File: config.mk
export PLATFORM = sky130hd
export DESIGN_NAME = auth_slot_scheduler
export DESIGN_NICKNAME = d
export VERILOG_FILES = /design/src/rtl/auth_slot_scheduler.sv
export SDC_FILE = /design/constraint.sdc
export NUM_CORES = 1
export LEC_CHECK = 0
export BUFFER_PORTS_ARGS = -buffer_cell sky130_fd_sc_hd__buf_4
export CELL_PAD_IN_SITES_DETAIL_PLACEMENT = 1
export CELL_PAD_IN_SITES_GLOBAL_PLACEMENT = 1
export CORE_MARGIN = 3
export CORE_UTILIZATION = 32
export CTS_CLUSTER_SIZE = 8
export DETAILED_ROUTE_END_ITERATION = 16
export PLACE_DENSITY = 0.83
export SKIP_CTS_REPAIR_TIMING = 1
export SLEW_MARGIN = 5
export SYNTH_ARGS = -nofsm -noshare
export SYNTH_HDL_FRONTEND = slang
export SYNTH_SLANG_ARGS = --single-unit
File: constraint.sdc
create_clock -name clk -period 2 [get_ports clk]
set_input_delay 0.1 -clock clk [delete_from_list [all_inputs] [get_ports clk]]
set_output_delay 0.1 -clock clk [all_outputs]
set_load 0.01 [all_outputs]
File: src/rtl/auth_slot_scheduler.sv
// auth_slot_scheduler
// Round-robin arbiter that shares one authentication responder among four
// Type-C authentication slots. It latches a slot's message, drives the
// responder handshake, supervises the response against the responder's
// timeout, and reports done / timeout per slot. A per-slot holdoff window
// after each completion turns early re-requests into Busy replies.
module auth_slot_scheduler #(
   parameter int MSG_LEN  = 64,
   parameter int TICK_DIV = 1,
   parameter int HOLDOFF  = 16
) (
   input  logic                 clk,
   input  logic                 reset,
   input  logic [3:0]           req_valid,
   input  logic [4*MSG_LEN-1:0] req_msg,
   output logic [3:0]           req_ack,
   output logic [3:0]           done,
   output logic [3:0]           timeout_err,
   output logic                 resp_req_in,
   output logic [MSG_LEN-1:0]   auth_msg_resp_in,
   output logic [1:0]           slot,
   output logic                 Error_Busy,
   output logic                 Ack_in,
   output logic                 resp_reset,
   input  logic                 resp_req_out,
   input  logic [31:0]          current_timeout,
   output logic                 busy
);

   localparam logic [2:0] S_IDLE      = 3'd0;
   localparam logic [2:0] S_ISSUE     = 3'd1;
   localparam logic [2:0] S_WAIT_RESP = 3'd2;
   localparam logic [2:0] S_ACK       = 3'd3;
   localparam logic [2:0] S_ABORT     = 3'd4;
   localparam logic [2:0] S_RELEASE   = 3'd5;

   localparam int HW = (HOLDOFF < 2) ? 1 : $clog2(HOLDOFF + 1);

   logic [2:0]         state_q, state_d;
   logic [1:0]         last_grant_q, last_grant_d;
   logic [1:0]         slot_q, slot_d;
   logic [MSG_LEN-1:0] msg_q, msg_d;
   logic [3:0]         req_ack_q, req_ack_d;
   logic [3:0]         done_q, done_d;
   logic [3:0]         terr_q, terr_d;
   logic               resp_req_in_q, resp_req_in_d;
   logic               err_busy_q, err_busy_d;
   logic               ack_in_q, ack_in_d;
   logic               resp_reset_q, resp_reset_d;
   logic               busy_q, busy_d;
   logic               busy_reply_q, busy_reply_d;
   logic [15:0]        presc_q, presc_d;
   logic [31:0]        tick_q, tick_d;
   logic [HW-1:0]      holdoff_q [4];
   logic [HW-1:0]      holdoff_d [4];

   logic [1:0]         winner, cand;
   logic               found;
   logic [MSG_LEN-1:0] msg_sel;

   // Round-robin search starting one past the last granted slot.
   always_comb begin
      // NOTE: every combinationally driven variable gets a default before any
      // conditional assignment, otherwise synthesis infers a latch.
      cand   = 2'd0;
      winner = last_grant_q;
      found  = 1'b0;
      for (int i = 1; i <= 4; i++) begin
         cand = last_grant_q + 2'(i);
         if (!found && req_valid[cand]) begin
            winner = cand;
            found  = 1'b1;
         end
      end
   end

   // Message mux for the winning slot, using constant part-select bases.
   always_comb begin
      msg_sel = '0;
      for (int i = 0; i < 4; i++) begin
         if (winner == 2'(i)) msg_sel = req_msg[i*MSG_LEN +: MSG_LEN];
      end
   end

   // Holdoff counters: free-running decrement, reloaded on a normal completion.
   always_comb begin
      for (int s = 0; s < 4; s++) begin
         holdoff_d[s] = (holdoff_q[s] != '0) ? holdoff_q[s] - HW'(1) : '0;
         if (state_q == S_ACK && !busy_reply_q && slot_q == 2'(s))
            holdoff_d[s] = HW'(HOLDOFF);
      end
   end

   // FSM next state and next values of every registered output.
   always_comb begin
      state_d       = state_q;
      last_grant_d  = last_grant_q;
      slot_d        = slot_q;
      msg_d         = msg_q;
      presc_d       = presc_q;
      tick_d        = tick_q;
      busy_reply_d  = busy_reply_q;
      req_ack_d     = 4'b0000;
      done_d        = 4'b0000;
      terr_d        = 4'b0000;
      resp_req_in_d = 1'b0;
      err_busy_d    = 1'b0;
      ack_in_d      = 1'b0;
      resp_reset_d  = 1'b0;

      case (state_q)
         S_IDLE: begin
            if (found) begin
               state_d       = S_ISSUE;
               msg_d         = msg_sel;
               slot_d        = winner;
               last_grant_d  = winner;
               req_ack_d     = 4'b0001 << winner;
               resp_req_in_d = 1'b1;
               // Busy is judged on the holdoff value seen during ISSUE.
               err_busy_d    = (holdoff_d[winner] != '0);
               busy_reply_d  = (holdoff_d[winner] != '0);
            end
         end
         S_ISSUE: begin
            presc_d = '0;
            tick_d  = '0;
            state_d = S_WAIT_RESP;
         end
         S_WAIT_RESP: begin
            if (presc_q == 16'(TICK_DIV - 1)) begin
               presc_d = '0;
               tick_d  = (tick_q == '1) ? tick_q : tick_q + 32'd1;
            end else begin
               presc_d = presc_q + 16'd1;
            end
            // A response arriving in the same cycle as the timeout wins.
            if (resp_req_out) begin
               state_d  = S_ACK;
               ack_in_d = 1'b1;
               done_d   = 4'b0001 << slot_q;
            end else if (tick_q >= current_timeout) begin
               state_d      = S_ABORT;
               resp_reset_d = 1'b1;
               terr_d       = 4'b0001 << slot_q;
            end
         end
         S_ACK:     state_d = S_RELEASE;
         S_ABORT:   state_d = S_RELEASE;
         S_RELEASE: if (!resp_req_out) state_d = S_IDLE;
         default:   state_d = S_IDLE;
      endcase

      busy_d = (state_d != S_IDLE);
   end

   // State and output registers with synchronous active-high reset.
   always_ff @(posedge clk) begin
      // NOTE: sequential state uses non-blocking assignments so every register
      // samples pre-edge values regardless of statement order.
      if (reset) begin
         state_q       <= S_IDLE;
         last_grant_q  <= 2'd3;
         slot_q        <= 2'd0;
         msg_q         <= '0;
         req_ack_q     <= 4'b0000;
         done_q        <= 4'b0000;
         terr_q        <= 4'b0000;
         resp_req_in_q <= 1'b0;
         err_busy_q    <= 1'b0;
         ack_in_q      <= 1'b0;
         resp_reset_q  <= 1'b0;
         busy_q        <= 1'b0;
         busy_reply_q  <= 1'b0;
         presc_q       <= '0;
         tick_q        <= '0;
         for (int s = 0; s < 4; s++) holdoff_q[s] <= '0;
      end else begin
         state_q       <= state_d;
         last_grant_q  <= last_grant_d;
         slot_q        <= slot_d;
         msg_q         <= msg_d;
         req_ack_q     <= req_ack_d;
         done_q        <= done_d;
         terr_q        <= terr_d;
         resp_req_in_q <= resp_req_in_d;
         err_busy_q    <= err_busy_d;
         ack_in_q      <= ack_in_d;
         resp_reset_q  <= resp_reset_d;
         busy_q        <= busy_d;
         busy_reply_q  <= busy_reply_d;
         presc_q       <= presc_d;
         tick_q        <= tick_d;
         for (int s = 0; s < 4; s++) holdoff_q[s] <= holdoff_d[s];
      end
   end

   assign req_ack          = req_ack_q;
   assign done             = done_q;
   assign timeout_err      = terr_q;
   assign resp_req_in      = resp_req_in_q;
   assign auth_msg_resp_in = msg_q;
   assign slot             = slot_q;
   assign Error_Busy       = err_busy_q;
   assign Ack_in           = ack_in_q;
   assign resp_reset       = resp_reset_q;
   assign busy             = busy_q;

endmodule

Word level (Yosys, flattened, before mapping)
Memories as Yosys holds them, arrays and structs flattened.
Cells that the tools add are included.

operators by class
  add/subtract/negate cells = 9
  multiply operators = 0
  div/mod/pow operators = 0
  magnitude comparators = 6
  equal/unequal tests = 14
  shifts and indexed selects = 2
  mux-type cells = 51
  bitwise logic cells = 10
  reductions and logical operators = 32

operators by type and width
  cell                     number
  $mux W64                 4
  $mux W5                  14
  $mux W32                 2
  $pmux W32 S2             1
  $add A32 B1 Y32 const B  1
  $eq A32 B32 Y1 const B   1
  $ge A32 B32 Y1           1
  $pmux W16 S2             1
  $reduce_bool A5 Y1       5
  $sub A5 B1 Y5 const B    4
  $add A16 B1 Y16 const B  1
  $logic_not A16 Y1        1
  $mux W16                 1
  $pmux W3 S5              1
  $mux W1                  14
  $lt A2 B3 Y1 const B     4
  $mux W3                  4
  $bmux W5 S2              1
  $reduce_or A3 Y1         3
  $bmux W1 S2              4
  $eq A2 B2 Y1 const B     4
  $logic_and A1 B1 Y1      8
  $mux W2                  4
  $shl A1 B2 Y4 const A    2
  other kinds (20)         38

storage, ports and cells
  bits in registers = 137
  latch bits = 0
  RAM bits = 20
  ROM bits = 0
  output and inout bits = 83
  word-level logic and storage cells = 140
  memories = 1

memory list
  name       depth  bits a word  read ports  clocked after memory_dff  wr ports  RTL line  RTL
  holdoff_q  4      5            4           0                         4         54        logic [HW-1:0] holdoff_q [4];

Logic depth before layout (Yosys ltp)
  word-level depth = 18
  depth in mapped cells = 9

Worst setup path before layout
No wires, ideal clock.

  path type = register -> register
  from = register tick_q[0]
  to = register state_q[2]
  data arrival time = 1,953 ps
  setup slack = -82 ps
  stages on the path, launching flop included = 9
  period minus slack after synthesis = 2,082 ps
  cells stage by stage = dfxtp_1 > inv_1 > ha_1 > nand2b_1 > a211oi_1 > o21bai_1 > a2111o_1 > a2111oi_0 > nor2_1

on the way
  cells in the longest elaborated chain, start to end = 4

RTL lines
  element                 RTL line  RTL
  from (decl)             53        logic [31:0] tick_q, tick_d;
  from (signal assigned)  193       tick_q <= tick_d;
  $ge A32 B32 Y1          142       end else if (tick_q >= current_timeout) begin
  $mux W3                 142
  $mux W3                 138       if (resp_req_out) begin
  $pmux W3 S5             111       case (state_q)
  to (signal assigned)    179       state_q <= state_d;
  to (decl)               39        logic [2:0] state_q, state_d;

No other way between the ends.
A chain may end at the register's enable or synchronous reset.

Final worst setup path
  from = register tick_q[29]
  to = register state_q[2]

Same word-level chain as after synthesis.

==> impl_metrics.json <==
{
  "status": "finished with violations",
  "violations": "hold timing, setup timing",
  "ant_nets": 0,
  "clk_path_buf_depth": 2,
  "min_period_ns": 2.19,
  "clk_latency_ns": 0.43,
  "final_nets": 1784,
  "crit_top_cell": "buf_4",
  "worstSetupPathType": "reg2reg",
  "portBuffers": 377,
  "antenna_found_initial": 4,
  "synth_nets": 1316,
  "io_pins": 378,
  "grt_max_degree": 71,
  "synth_area_um2": 8870,
  "h-tree-depth": 4,
  "gp_congestion": 0.831,
  "async_reset_ff_share_pct": 0,
  "utilization_pct": 51.9,
  "area_growth_pct": 58.6,
  "synth_area_per_cell_um2": 9.03,
  "drv_cap": 0,
  "grt_setup_unrepaired": "true",
  "vdd_drop_max_v": 0.000702,
  "via_count": 9769,
  "power_density_nw_per_um2": 1110,
  "stdcell_count": 1841,
  "placed_cells": 1758,
  "synth_ff_type": "dfxtp_1",
  "first_pass_iters": 5,
  "worstPathCellList": "ha_4 > a211oi_4 > o21ai_2 > a221oi_2 > buf_4 > a21oi_4 > buf_4 > o31ai_2 > nor2_1",
  "slowest_delay_ns": 0.37,
  "hold_path.class": "in2reg",
  "grt_usage_pct": 21.9,
  "wire_per_inst_um": 21.5,
  "max_freq_ghz": 0.456,
  "grt_pass1_vias": 9571,
  "die_area_um2": 29700,
  "dpl.hpwl_um": 27600,
  "drc": 0,
  "finalHoldViolations": 15,
  "ys_warn_count": 0,
  "fin_worst_skew_ns": 0.0137,
  "critical_path.max_fanout": 3,
  "fin_hold_ws_ns": -0.0167,
  "cts.sinks": 157,
  "drive_above_1_share_pct": 40.1,
  "drt-total-wl_um": 39600,
  "arrival_ns": 2.50,
  "timing.final.max_slew_violations": 0,
  "grt_overflow": 0,
  "n_fill_cell": 3064,
  "netlist_instances": 982,
  "synth_cell_types": 55,
  "vias_per_cell": 5.31,
  "p_leak_nw": 6.48,
  "setup_slack_ns": -0.193,
  "slowest_stage": "a221oi_2",
  "cts_tree": "yes",
  "initialDrtViolationCount": 553,
  "required_ns": 2.30,
  "numCtsBuffers": 17,
  "worst_pin_slew_ns": 0.651,
  "ys_seq_area_share_pct": 35.4,
  "path_clk_slew_ns": 0.07,
  "ys_seq_elements": 157,
  "start_util_pct": 32.7,
  "endpoint_kind": "flop",
  "grt_first_pass_wirelength_um": 51500,
  "finalSetupViolations": 10,
  "row_count": 60,
  "core-area_um2": 27100,
  "fin_crit_sh_pct": 110,
  "clockRootBuffer": "clkbuf_16",
  "die_width_um": 172,
  "die_h_um": 172,
  "slew_headroom_pct": 56.3,
  "synth_edf_count": 0,
  "startpoint_type": "flop"
}
[where the power goes]
| part | switching [mW] | internal, mW | leakage, nW | total (mW) |
|---|---|---|---|---|
| Clock | 1.41 | 1.82 | 0.265 | 3.24 |
| Sequential | 0.594 | 3.99 | 1.29 | 4.58 |
| Combinational | 4.02 | 3.71 | 4.93 | 7.74 |
| Total | 6.03 | 9.52 | 6.48 | 15.6 |
[placed cells by master, fill, tap and decap left out, types with 4 or more instances in the layout]
cell,n
clkinvlp_4,6
diode_2,6
clkbuf_16,17
mux2i_1,132
o21ai_0,19
nand3b_1,66
a21o_1,9
nand4_1,25
dfxtp_1,147
buf_12,7
ha_1,30
nor3_1,21
and4_1,5
or2_2,6
dfxtp_2,8
o221ai_1,63
dlygate4sd3_1,29
and3_1,13
or3_1,8
xnor2_1,7
nand2b_1,17
nand3_1,21
nand3_2,5
nand2_1,29
ha_4,8
o211ai_1,5
buf_6,6
nor2_1,80
a211oi_1,10
inv_1,50
or4_1,5
nor3_2,4
xor2_1,20
a21oi_1,39
buf_4,467
[flip-flops by register name, summed over array words and instances (netlist names)]
signal,count
done,4
slot,2
resp_reset,1
busy,1
resp_req_in,1
Ack_in,1
holdoff_q,20
busy_reply_q,1
Error_Busy,1
timeout_err,4
auth_msg_resp_in,64
req_ack,4
tick_q,32
state_q,3
presc_q,16
last_grant_q,2
[cell usage after synthesis, drive strengths merged (4+ instances only)]
cell	count	share of area, %
ha	39	5.5
or4	5	0.42
nand3	27	1.7
or2	6	0.42
a21oi	44	2.5
a211oi	15	1.4
xnor2	7	0.69
mux2i	132	15
inv	52	2.2
a21o	9	0.76
clkbuf	37	1.6
nor3b	4	0.40
nand3b	66	5.6
nor2	81	3.4
nor3	27	1.6
o211ai	5	0.42
and3	13	0.92
nand2	31	1.3
o221ai	64	6.3
dfxtp	157	35
or3	8	0.56
buf	24	1.3
nand4	27	2.0
nor4	6	0.66
nand2b	19	1.3
xor2	21	2.1
and4	6	0.59
o21ai	23	1.3
[kinds of logic after synthesis]
kind of cell,Yosys count,share of synthesized area (%)
mux,132,14.9
buf+inv,113,5.11
compound gates,178,14.4
flops,157,35.4
fa+ha+maj,39,5.50
xor+xnor,28,2.77
simple gates,335,21.9
[stage by stage]
stage               area, um^2  power [mW]  setup slack (ns)  setup TNS, ns
floorplan                 8870        8.63            0.0163              0
global placement         12700        11.7            -0.206         -0.686
detailed placement       12700        11.9            -0.479          -2.35
CTS                      13300        15.2            -0.515          -2.93
global route             14000        16.4            -0.275          -2.89
finish                   14100        15.6            -0.193         -0.907
[layout make-up]
cell class | count | area [um^2] | area share (%)
inverters | 52 | 195 | 1.39
flip-flops and latches | 157 | 3160 | 22.5
diodes | 6 | 15.0 | 0.107
clock inverters | 11 | 106 | 0.756
repair buffers | 510 | 4020 | 28.6
well taps | 372 | 465 | 3.31
clock buffers | 21 | 470 | 3.35
multi-input cells | 712 | 5630 | 40.0
[final timing paths]
check                           slack (ns)       startpoint  cells past startpoint                   end
worst min-delay path                 -0.02      req_msg[62]                      3  auth_msg_resp_in[62]
worst min register to register        0.46  holdoff_q[0][0]                      1       holdoff_q[0][0]
worst max-delay path                 -0.19       tick_q[29]                      9            state_q[2]
worst max register to register       -0.19       tick_q[29]                      9            state_q[2]
[worst max-delay path, delay by kind of cell, from the launching register on]
kind | cells | cell delay [ns]
AO/OA/AOI/OAI | 5 | 1.03
adder cells (fa/ha/maj) | 1 | 0.25
buffers and inverters | 2 | 0.33
flip-flops | 1 | 0.36
AND/OR/NAND/NOR | 1 | 0.10
[layer usage]
metal	track usage, %	vias up	part of all wire [%]
met3	5.12	75	6.5
met5	0	-	0.068
met2	38.9	324	52
li1	-	4582	-
met1	26.7	4784	38
met4	5.59	4	3.1
(Power assumes the default switching activity.)
